**config.mk**
```make
export PLATFORM = sky130hd
export DESIGN_NAME = muldiv_unit
export DESIGN_NICKNAME = d
export VERILOG_FILES = /design/src/rtl/muldiv_unit.sv
export SDC_FILE = /design/constraint.sdc
export NUM_CORES = 1
export LEC_CHECK = 0
export BUFFER_PORTS_ARGS = -buffer_cell sky130_fd_sc_hd__clkbuf_2
export CAP_MARGIN = 20
export CORE_UTILIZATION = 40
export DETAILED_ROUTE_END_ITERATION = 6
export HOLD_SLACK_MARGIN = 0.05
export PLACE_DENSITY_LB_ADDON = 0.08
export SLEW_MARGIN = 25
export SYNTH_ARGS = -nofsm -noshare
export SYNTH_HDL_FRONTEND = slang
export SYNTH_SLANG_ARGS = --single-unit
```
**constraint.sdc**
```tcl
create_clock -name clk -period 7.3 [get_ports clk]
set_input_delay 2.19 -clock clk [delete_from_list [all_inputs] [get_ports clk]]
set_output_delay 2.19 -clock clk [all_outputs]
set_load 0.02 [all_outputs]
```
**src/rtl/muldiv_unit.sv**
```systemverilog
// muldiv_unit: iterative RV32M multiply/divide unit.
// Shift-add multiply and restoring divide, one radix-2 step per clock for 32
// clocks. Holds the single-cycle datapath through stall_o while it works.
// Optional build macro: MULDIV_FAST_SPECIAL_EN. When it is defined,
// divide-by-zero, signed overflow and multiply-by-zero finish straight from
// the issue edge instead of running the 32-step loop.
module muldiv_unit #(
    parameter int XLEN  = 32,
    parameter int CNT_W = 5
) (
    input  logic            clk,
    input  logic            reset,
    input  logic            start_i,
    input  logic [3:0]      ALU_Operation_i,
    input  logic [XLEN-1:0] rs1_data_i,
    input  logic [XLEN-1:0] rs2_data_i,
    output logic [XLEN-1:0] result_o,
    output logic            done_o,
    output logic            stall_o
);

    typedef enum logic [1:0] {
        S_IDLE = 2'd0,
        S_BUSY = 2'd1,
        S_DONE = 2'd2
    } state_t;

    localparam logic [XLEN-1:0]  MIN_NEG  = {1'b1, {(XLEN-1){1'b0}}};
    localparam logic [XLEN-1:0]  ALL_ONES = {XLEN{1'b1}};
    localparam logic [CNT_W-1:0] LAST_CNT = CNT_W'(XLEN - 1);

    state_t              r_state;
    logic [2:0]          r_op;        // {div, sub-op}; the legal bit is consumed at issue
    logic                r_neg;       // negate the magnitude result at the end
    logic                r_spec;      // operands hit a fixed-result corner case
    logic [XLEN-1:0]     r_spec_res;  // the fixed result for that corner case
    logic [CNT_W-1:0]    r_cnt;
    logic [2*XLEN-1:0]   r_opa;       // mul: multiplicand shifting left; div: divisor
    logic [XLEN-1:0]     r_opb;       // mul: multiplier shifting right; div: dividend -> quotient
    logic [2*XLEN-1:0]   r_acc;       // mul: product; div: partial remainder in low word
    logic [XLEN-1:0]     r_result;
    logic                r_done;

    // ---------------------------------------------------------------
    // Issue-side decode of the incoming request
    // ---------------------------------------------------------------
    logic            w_op_div;
    logic            w_s1;
    logic            w_s2;
    logic            w_neg1;
    logic            w_neg2;
    logic [XLEN-1:0] w_abs1;
    logic [XLEN-1:0] w_abs2;
    logic            w_neg_res;
    logic            w_divz;
    logic            w_ovf;
    logic            w_mulz;
    logic            w_special;
    logic [XLEN-1:0] w_spec_res;

    // Operand signedness, magnitudes, result sign and corner-case detection
    always_comb begin
        w_op_div  = ALU_Operation_i[2];
        // MUL/MULH/MULHSU treat rs1 as signed; MUL/MULH also rs2.
        // DIV/REM (sub-op bit 0 clear) treat both as signed.
        w_s1      = w_op_div ? ~ALU_Operation_i[0] : (ALU_Operation_i[1:0] != 2'b11);
        w_s2      = w_op_div ? ~ALU_Operation_i[0] : ~ALU_Operation_i[1];
        w_neg1    = w_s1 & rs1_data_i[XLEN-1];
        w_neg2    = w_s2 & rs2_data_i[XLEN-1];
        w_abs1    = w_neg1 ? -rs1_data_i : rs1_data_i;
        w_abs2    = w_neg2 ? -rs2_data_i : rs2_data_i;
        // Remainder takes the dividend's sign; everything else the product of signs.
        w_neg_res = (w_op_div & ALU_Operation_i[1]) ? w_neg1 : (w_neg1 ^ w_neg2);

        w_divz    = w_op_div & (rs2_data_i == '0);
        w_ovf     = w_op_div & ~ALU_Operation_i[0] &
                    (rs1_data_i == MIN_NEG) & (rs2_data_i == ALL_ONES);
        w_mulz    = ~w_op_div & ((rs1_data_i == '0) | (rs2_data_i == '0));
        w_special = ALU_Operation_i[3] & (w_divz | w_ovf | w_mulz);

        w_spec_res = '0;
        if (w_divz)
            w_spec_res = ALU_Operation_i[1] ? rs1_data_i : ALL_ONES;
        else if (w_ovf)
            w_spec_res = ALU_Operation_i[1] ? '0 : MIN_NEG;
    end

    // ---------------------------------------------------------------
    // One iteration step and the final result selection
    // ---------------------------------------------------------------
    logic [2*XLEN-1:0] w_mul_acc;
    logic [XLEN:0]     w_div_shift;
    logic [XLEN-1:0]   w_div_sub;
    logic              w_div_ok;
    logic [XLEN-1:0]   w_rem_next;
    logic [XLEN-1:0]   w_quo_next;
    logic [2*XLEN-1:0] w_prod_s;
    logic [XLEN-1:0]   w_quo_s;
    logic [XLEN-1:0]   w_rem_s;
    logic [XLEN-1:0]   w_final;

    // Shift-add and restoring-divide datapath, plus sign fix-up of the last step
    always_comb begin
        w_mul_acc   = r_opb[0] ? (r_acc + r_opa) : r_acc;

        // Shift the next dividend bit into the partial remainder and try the
        // subtract. The remainder stays below the divisor, so the shifted
        // value fits in XLEN+1 bits and the low word of the difference is
        // exact whenever the compare succeeds.
        w_div_shift = {r_acc[XLEN-1:0], r_opb[XLEN-1]};
        w_div_ok    = (w_div_shift >= {1'b0, r_opa[XLEN-1:0]});
        w_div_sub   = w_div_shift[XLEN-1:0] - r_opa[XLEN-1:0];
        w_rem_next  = w_div_ok ? w_div_sub : w_div_shift[XLEN-1:0];
        w_quo_next  = {r_opb[XLEN-2:0], w_div_ok};

        w_prod_s    = r_neg ? -w_mul_acc  : w_mul_acc;
        w_quo_s     = r_neg ? -w_quo_next : w_quo_next;
        w_rem_s     = r_neg ? -w_rem_next : w_rem_next;

        if (r_spec)
            w_final = r_spec_res;
        else if (r_op[2])
            w_final = r_op[1] ? w_rem_s : w_quo_s;
        else if (r_op[1:0] == 2'b00)
            w_final = w_prod_s[XLEN-1:0];
        else
            w_final = w_prod_s[2*XLEN-1:XLEN];
    end

    // Control FSM with operand latch, iteration registers and result register
    always_ff @(posedge clk) begin
        if (reset) begin
            r_state    <= S_IDLE;
            r_op       <= '0;
            r_neg      <= 1'b0;
            r_spec     <= 1'b0;
            r_spec_res <= '0;
            r_cnt      <= '0;
            r_opa      <= '0;
            r_opb      <= '0;
            r_acc      <= '0;
            r_result   <= '0;
            r_done     <= 1'b0;
        end else begin
            r_done <= 1'b0;
            case (r_state)
                S_BUSY: begin
                    if (r_op[2]) begin
                        r_acc <= {{XLEN{1'b0}}, w_rem_next};
                        r_opb <= w_quo_next;
                    end else begin
                        r_acc <= w_mul_acc;
                        r_opa <= r_opa << 1;
                        r_opb <= r_opb >> 1;
                    end
                    r_cnt <= r_cnt + CNT_W'(1);
                    if (r_cnt == LAST_CNT) begin
                        r_result <= w_final;
                        r_done   <= 1'b1;
                        r_state  <= S_DONE;
                    end
                end
                default: begin
                    // IDLE and DONE both accept a new request; DONE falls
                    // back to IDLE when none arrives.
                    if (start_i) begin
                        r_op       <= ALU_Operation_i[2:0];
                        r_neg      <= w_neg_res;
                        r_spec     <= w_special;
                        r_spec_res <= w_spec_res;
                        r_cnt      <= '0;
                        // Multiplication commutes, so both op classes load
                        // |rs2| into opa and |rs1| into opb.
                        r_opa      <= {{XLEN{1'b0}}, w_abs2};
                        r_opb      <= w_abs1;
                        r_acc      <= '0;
                        if (!ALU_Operation_i[3]) begin
                            r_result <= '0;
                            r_done   <= 1'b1;
                            r_state  <= S_DONE;
                        end
`ifdef MULDIV_FAST_SPECIAL_EN
                        else if (w_special) begin
                            r_result <= w_spec_res;
                            r_done   <= 1'b1;
                            r_state  <= S_DONE;
                        end
`endif
                        else begin
                            r_state <= S_BUSY;
                        end
                    end else begin
                        r_state <= S_IDLE;
                    end
                end
            endcase
        end
    end

    assign result_o = r_result;
    assign done_o   = r_done;
    // The completion cycle does not stall, so writeback happens there even
    // when a back-to-back request is issued in the same cycle.
    assign stall_o  = (r_state == S_BUSY) | (start_i & (r_state != S_BUSY) & ~r_done);

endmodule

```
Word-level counts from Yosys, hierarchy flattened
Cells that the tools add are included.
- output and inout bits: 34
- logic and storage cells: 98
- input bits: 71
- register bits after elaboration: 237
- eq/ne operators: 9
- mux-type cells: 41
- magnitude comparators: 1
- reductions and logical operators: 7
- add/sub/neg operators: 8
- bitwise logic cells: 21
- operator list (operator ; count):
    $mux 32 ; 20
    $mux 64 ; 8
    $neg 32->32 ; 4
    $add 64x64->64 ; 1
    $eq 32x32->1 const B ; 2
    $logic_not 32->1 ; 2
    $neg 64->64 ; 1
    $ge 33x32->1 ; 1
    $sub 32x32->32 ; 1
    $and 1x1->1 ; 11
    $mux 5 ; 2
    $mux 2 ; 4
    $mux 1 ; 7
    $ne 2x2->1 const B ; 3
    $add 5x1->5 const B ; 1
    $eq 5x5->1 const B ; 1
    $not 1->1 ; 5
    $ne 2x1->1 const B ; 2
    $or 1x1->1 ; 4
    $reduce_and 2->1 ; 2
    $reduce_and 3->1 ; 1
    $eq 2x1->1 const B ; 1
    $logic_not 2->1 ; 1
    $reduce_bool 2->1 ; 1
    $xor 1x1->1 ; 1

Logic depth before layout (Yosys ltp)
- word-level depth: 9
- gate-level depth with buffers: 24

Least setup slack after synthesis
Ideal clock, no wire load.
- path kind: input -> output
- start point: input port start_i
- end point: output port stall_o
- stages: 5
- slack: 1695 ps
- arrival time: 3415 ps
- buffers on the path: 3
- path through: clkbuf_1 -> inv_1 -> clkbuf_1 -> clkbuf_1 -> o21ai_0
- cells in the longest elaborated chain, start to end: 3
- ends and longest elaborated chain (element ; line ; RTL):
    start, declared ; 13 ; input logic start_i,
    $and 1x1->1 (2 in series) ; 204 ; assign stall_o = (r_state == S_BUSY) | (start_i & (r_state != S_BUSY) & ~r_done);
    $or 1x1->1 ; 204 ;
    end, declared ; 19 ; output logic stall_o
Every way passes these cells.

Final worst setup path
- start point: register r_opa[6]
- end point: register r_result[30], in the netlist result_o[30]
- cells in the longest elaborated chain, start to end: 9
- elaborated cells between the ends (all ways): 17
- ends and longest elaborated chain (element ; line ; RTL):
    start, declared ; 38 ; logic [2*XLEN-1:0] r_opa;
    start signal, assigned ; 153 ; r_opa <= r_opa << 1;
    start signal, assigned ; 174 ; r_opa <= {{XLEN{1'b0}}, w_abs2};
    $add 64x64->64 (tied with other cells) ; 104 ; w_mul_acc = r_opb[0] ? (r_acc + r_opa) : r_acc;
    $mux 64 or $mux 32 (tied branches) ; 104, 113 ;
    $neg 64->64 or $neg 32->32 (tied branches) ; 116, 118 ;
    $mux 64 or $mux 32 (tied branches) ; 116, 118 ;
    $mux 32, on equally long branches ; 124, 123 ;
    $mux 32 * ; 122 ; else if (r_op[2])
    $mux 32 * ; 120 ; if (r_spec)
    $mux 32 * ; 157 ; if (r_cnt == LAST_CNT) begin
    $mux 32 * ; 146 ; case (r_state)
    end signal, assigned ; 158 ; r_result <= w_final;
    end, declared ; 41 ; logic [XLEN-1:0] r_result;
Every way passes the cells marked *; elsewhere a longest branch is shown, timed or not. The select of a mux whose other input is x is not followed.
A chain may end at the register's enable or synchronous reset.

==> results_dict.tcl <==
set metrics [dict create \
    status "finished, final reports clean" \
    ys_ff_latch 237 \
    dp_worst_setup_slack_ns 1.46 \
    ys_warn_count 0 \
    die_y_um 244 \
    nFillCells 6072 \
    p_per_area_nw_per_um2 188 \
    synthCells 3334 \
    grt_max_degree 96 \
    critPathMaxFanout 33 \
    tightest_slew_ns 1.14 \
    synth-edff-count 0 \
    drv_cap 0 \
    postCtsHoldBufs 0 \
    grt_usage 0.333 \
    hold_viol 0 \
    skew_ns 0.0261 \
    grt.overflow.total 0 \
    post_cts_buffers 0 \
    ir_drop_mv 0.149 \
    met2_usage 0.546 \
    async_reset_ff_frac 0 \
    ys.flop_type "dfxtp_1" \
    core_sq_um 57700 \
    finalSetupTns_ns 0 \
    slew_headroom 0.233 \
    rsz0062_at_grt "no" \
    endpoint_kind "flop" \
    max_freq_mhz 167 \
    finalCritPeriodShare 0.821 \
    slowest_delay_ns 0.74 \
    cp_top_family "compound AO/OA/AOI/OAI gates" \
    setup_ws_ns 1.30 \
    postRouteAntennaNets 0 \
    ys_types 116 \
    grt_pass1_vias 24256 \
    hold_path.class "reg -> reg" \
    io_buffers 104 \
    initial_core_util 0.406 \
    grt_pass1_wl_mm 153 \
    crit_required_ns 7.73 \
    syn_area_sq_um 23400 \
    crit_chain "inv_1, ha_1, a21oi_1, o21a_1, o21ai_0, o31a_1, or3_1, buf_4, inv_2, ha_1, nand2_1, nor3_1, nand3_1, o41ai_1, xnor2_1, a221oi_1, o21ai_0, a21oi_1, o211ai_1" \
    p_leak_nw 9.35 \
    cts.htree.levels 2 \
    min_period_ns 6.00 \
    antenna_found_initial 1 \
    fp.dieW_um 244 \
    dp_hpwl_mm 78.1 \
    area_growth_pct 8.73 \
    die_area_sq_um 59500 \
    worstSetupPathType "reg -> reg" \
    seq_area_sq_um 4760 \
    maxSlewViolCount 0 \
    grt-busiest-layer "met2" \
    vias_per_cell 6.43 \
    rows 88 \
    drive_above_1_share 0.0894 \
    cp_slowest_cell "nor3_1" \
    startpoint_type "flop" \
    vias 26133 \
    clockRootBuffer "clkbuf_16" \
    cts_resized 0 \
    tritoncts "done" \
    gp_routability_congestion 0.973 \
    grt_use_met1 0.432 \
    setup_viol 0 \
    drtIter0Drc 2656 \
    syn_area_per_cell_sq_um 7.02 \
    arrival_ns 6.43 \
    multi_input_area_sq_um 17400 \
    num_antenna_cells 0 \
    path_buf_inv 3 \
    first_pass_iters 6 \
    nets 3454 \
    cts.reportedPaths.clkPinSlew_ns 0.05 \
    drc 0 \
    wl_per_cell_um 25.1 \
    clock_latency_ns 0.57 \
    synth-seq-area-share 0.203 \
    numCtsBuffers 34 \
    postRouteWirelength_mm 102 \
    cts.sinks 237 \
    clockBufferDepth 3 \
    synth_fp_nets 3510 \
    io_pins 105 \
    use_met3 0.0410 \
]
placed cells by master, fill, tap and decap left out, drive strengths merged, types with 25 or more instances in the layout:
cell type  netlist  layout
or3             49      49
ha             103     103
a21o            32      32
nand2          353     353
buf             60      38
dfxtp          237     237
o21a            39      39
xnor2           92      92
clkbuf         173     151
nor2b           25      25
nor3            89      89
a22oi           74      74
a31oi           34      34
inv             93      93
a211oi         117     117
o211ai          45      45
xor2            66      66
nor2           423     423
nand4           56      56
o21ai          253     253
a21oi          330     330
mux2i           76      76
o31ai           45      45
nand3           68      68
nor4            26      26
logic make-up (layout without fill, tap and decap cells):
kind of cell    count (synthesis)  count (layout)  synth area share
simple gates                 1217            1217             0.242
xor+xnor                      158             158            0.0591
mux                            98              98            0.0447
fa+ha+maj                     105             105            0.0568
flops                         237             237             0.203
buf+inv                       327             294            0.0562
compound gates               1192            1192             0.338
layer usage:
layer	routed length, um	vias up
met2	46800	1006
met1	43600	12626
met5	0	-
met3	6350	201
met4	5190	0
li1	-	12300
tightest hold or removal path, delay by kind of cell (launching register included):
kind             cells  cell delay, ns
AO/OA/AOI/OAI        1            0.05
flip-flops           1            0.31
AND/OR/NAND/NOR      1            0.05
cell type report:
class / instances / share of cell area
clock buffer: 48 / 0.0391
multi-input combinational: 2770 / 0.684
sequential: 237 / 0.187
inverter: 94 / 0.0139
timing repair buffer: 141 / 0.0324
clock inverter: 11 / 0.00629
tap: 765 / 0.0376
sequential cells by signal (all words and copies together), names as in the netlist:
name and cells:
r_spec 1, result_o 32, r_opa 64, r_cnt 5
r_acc 64, r_state 2, r_spec_res 32, r_opb 32
done_o 1, r_neg 1, r_op 3
power by group:
| part | leakage [nW] | switching [mW] | internal [mW] |
|---|---|---|---|
| sequential | 1.93 | 0.0991 | 1.34 |
| clock | 0.557 | 0.699 | 1.06 |
| combinational | 6.87 | 1.07 | 0.514 |
Yosys cell counts, drive strengths merged, types with 34 or more instances:
master	instances	area share
xnor2	92	0.034
o21a	39	0.013
a31oi	34	0.0094
nand3	68	0.015
clkbuf	173	0.028
nand4	56	0.016
mux2i	76	0.033
dfxtp	237	0.20
nor2	423	0.068
ha	103	0.055
o21ai	253	0.054
o211ai	45	0.015
a211oi	117	0.038
nand2	353	0.057
o31ai	45	0.015
inv	93	0.015
buf	60	0.013
a21oi	330	0.073
or3	49	0.013
nor3	89	0.019
a22oi	74	0.024
xor2	66	0.025
final timing paths:
| check | start | to | slack (ns) | cells past startpoint |
|---|---|---|---|---|
| worst min register to register | result_o[14]$_SDFFE_PP0P_ | result_o[14]$_SDFFE_PP0P_ | 0.45 | 2 |
| worst min-delay path | result_o[14]$_SDFFE_PP0P_ | result_o[14]$_SDFFE_PP0P_ | 0.45 | 2 |
| worst max-delay path | r_opa[6]$_SDFFE_PP0P_ | result_o[30]$_SDFFE_PP0P_ | 1.30 | 19 |
| worst max register to register | r_opa[6]$_SDFFE_PP0P_ | result_o[30]$_SDFFE_PP0P_ | 1.30 | 19 |
metrics by stage:
stage	std cells	area (sq um)	hold slack [ns]	power (mW)	utilization
after floorplan	3334	23400	0.427	2.50	-
after global placement	4006	24300	0.439	3.00	0.420
after detailed placement	4006	24300	0.445	3.01	0.421
after CTS	4065	25400	0.452	4.77	0.441
after global routing	4066	25400	0.471	4.98	0.441
final	4066	25400	0.452	4.78	0.441
Power figures use the tool's default switching activity.
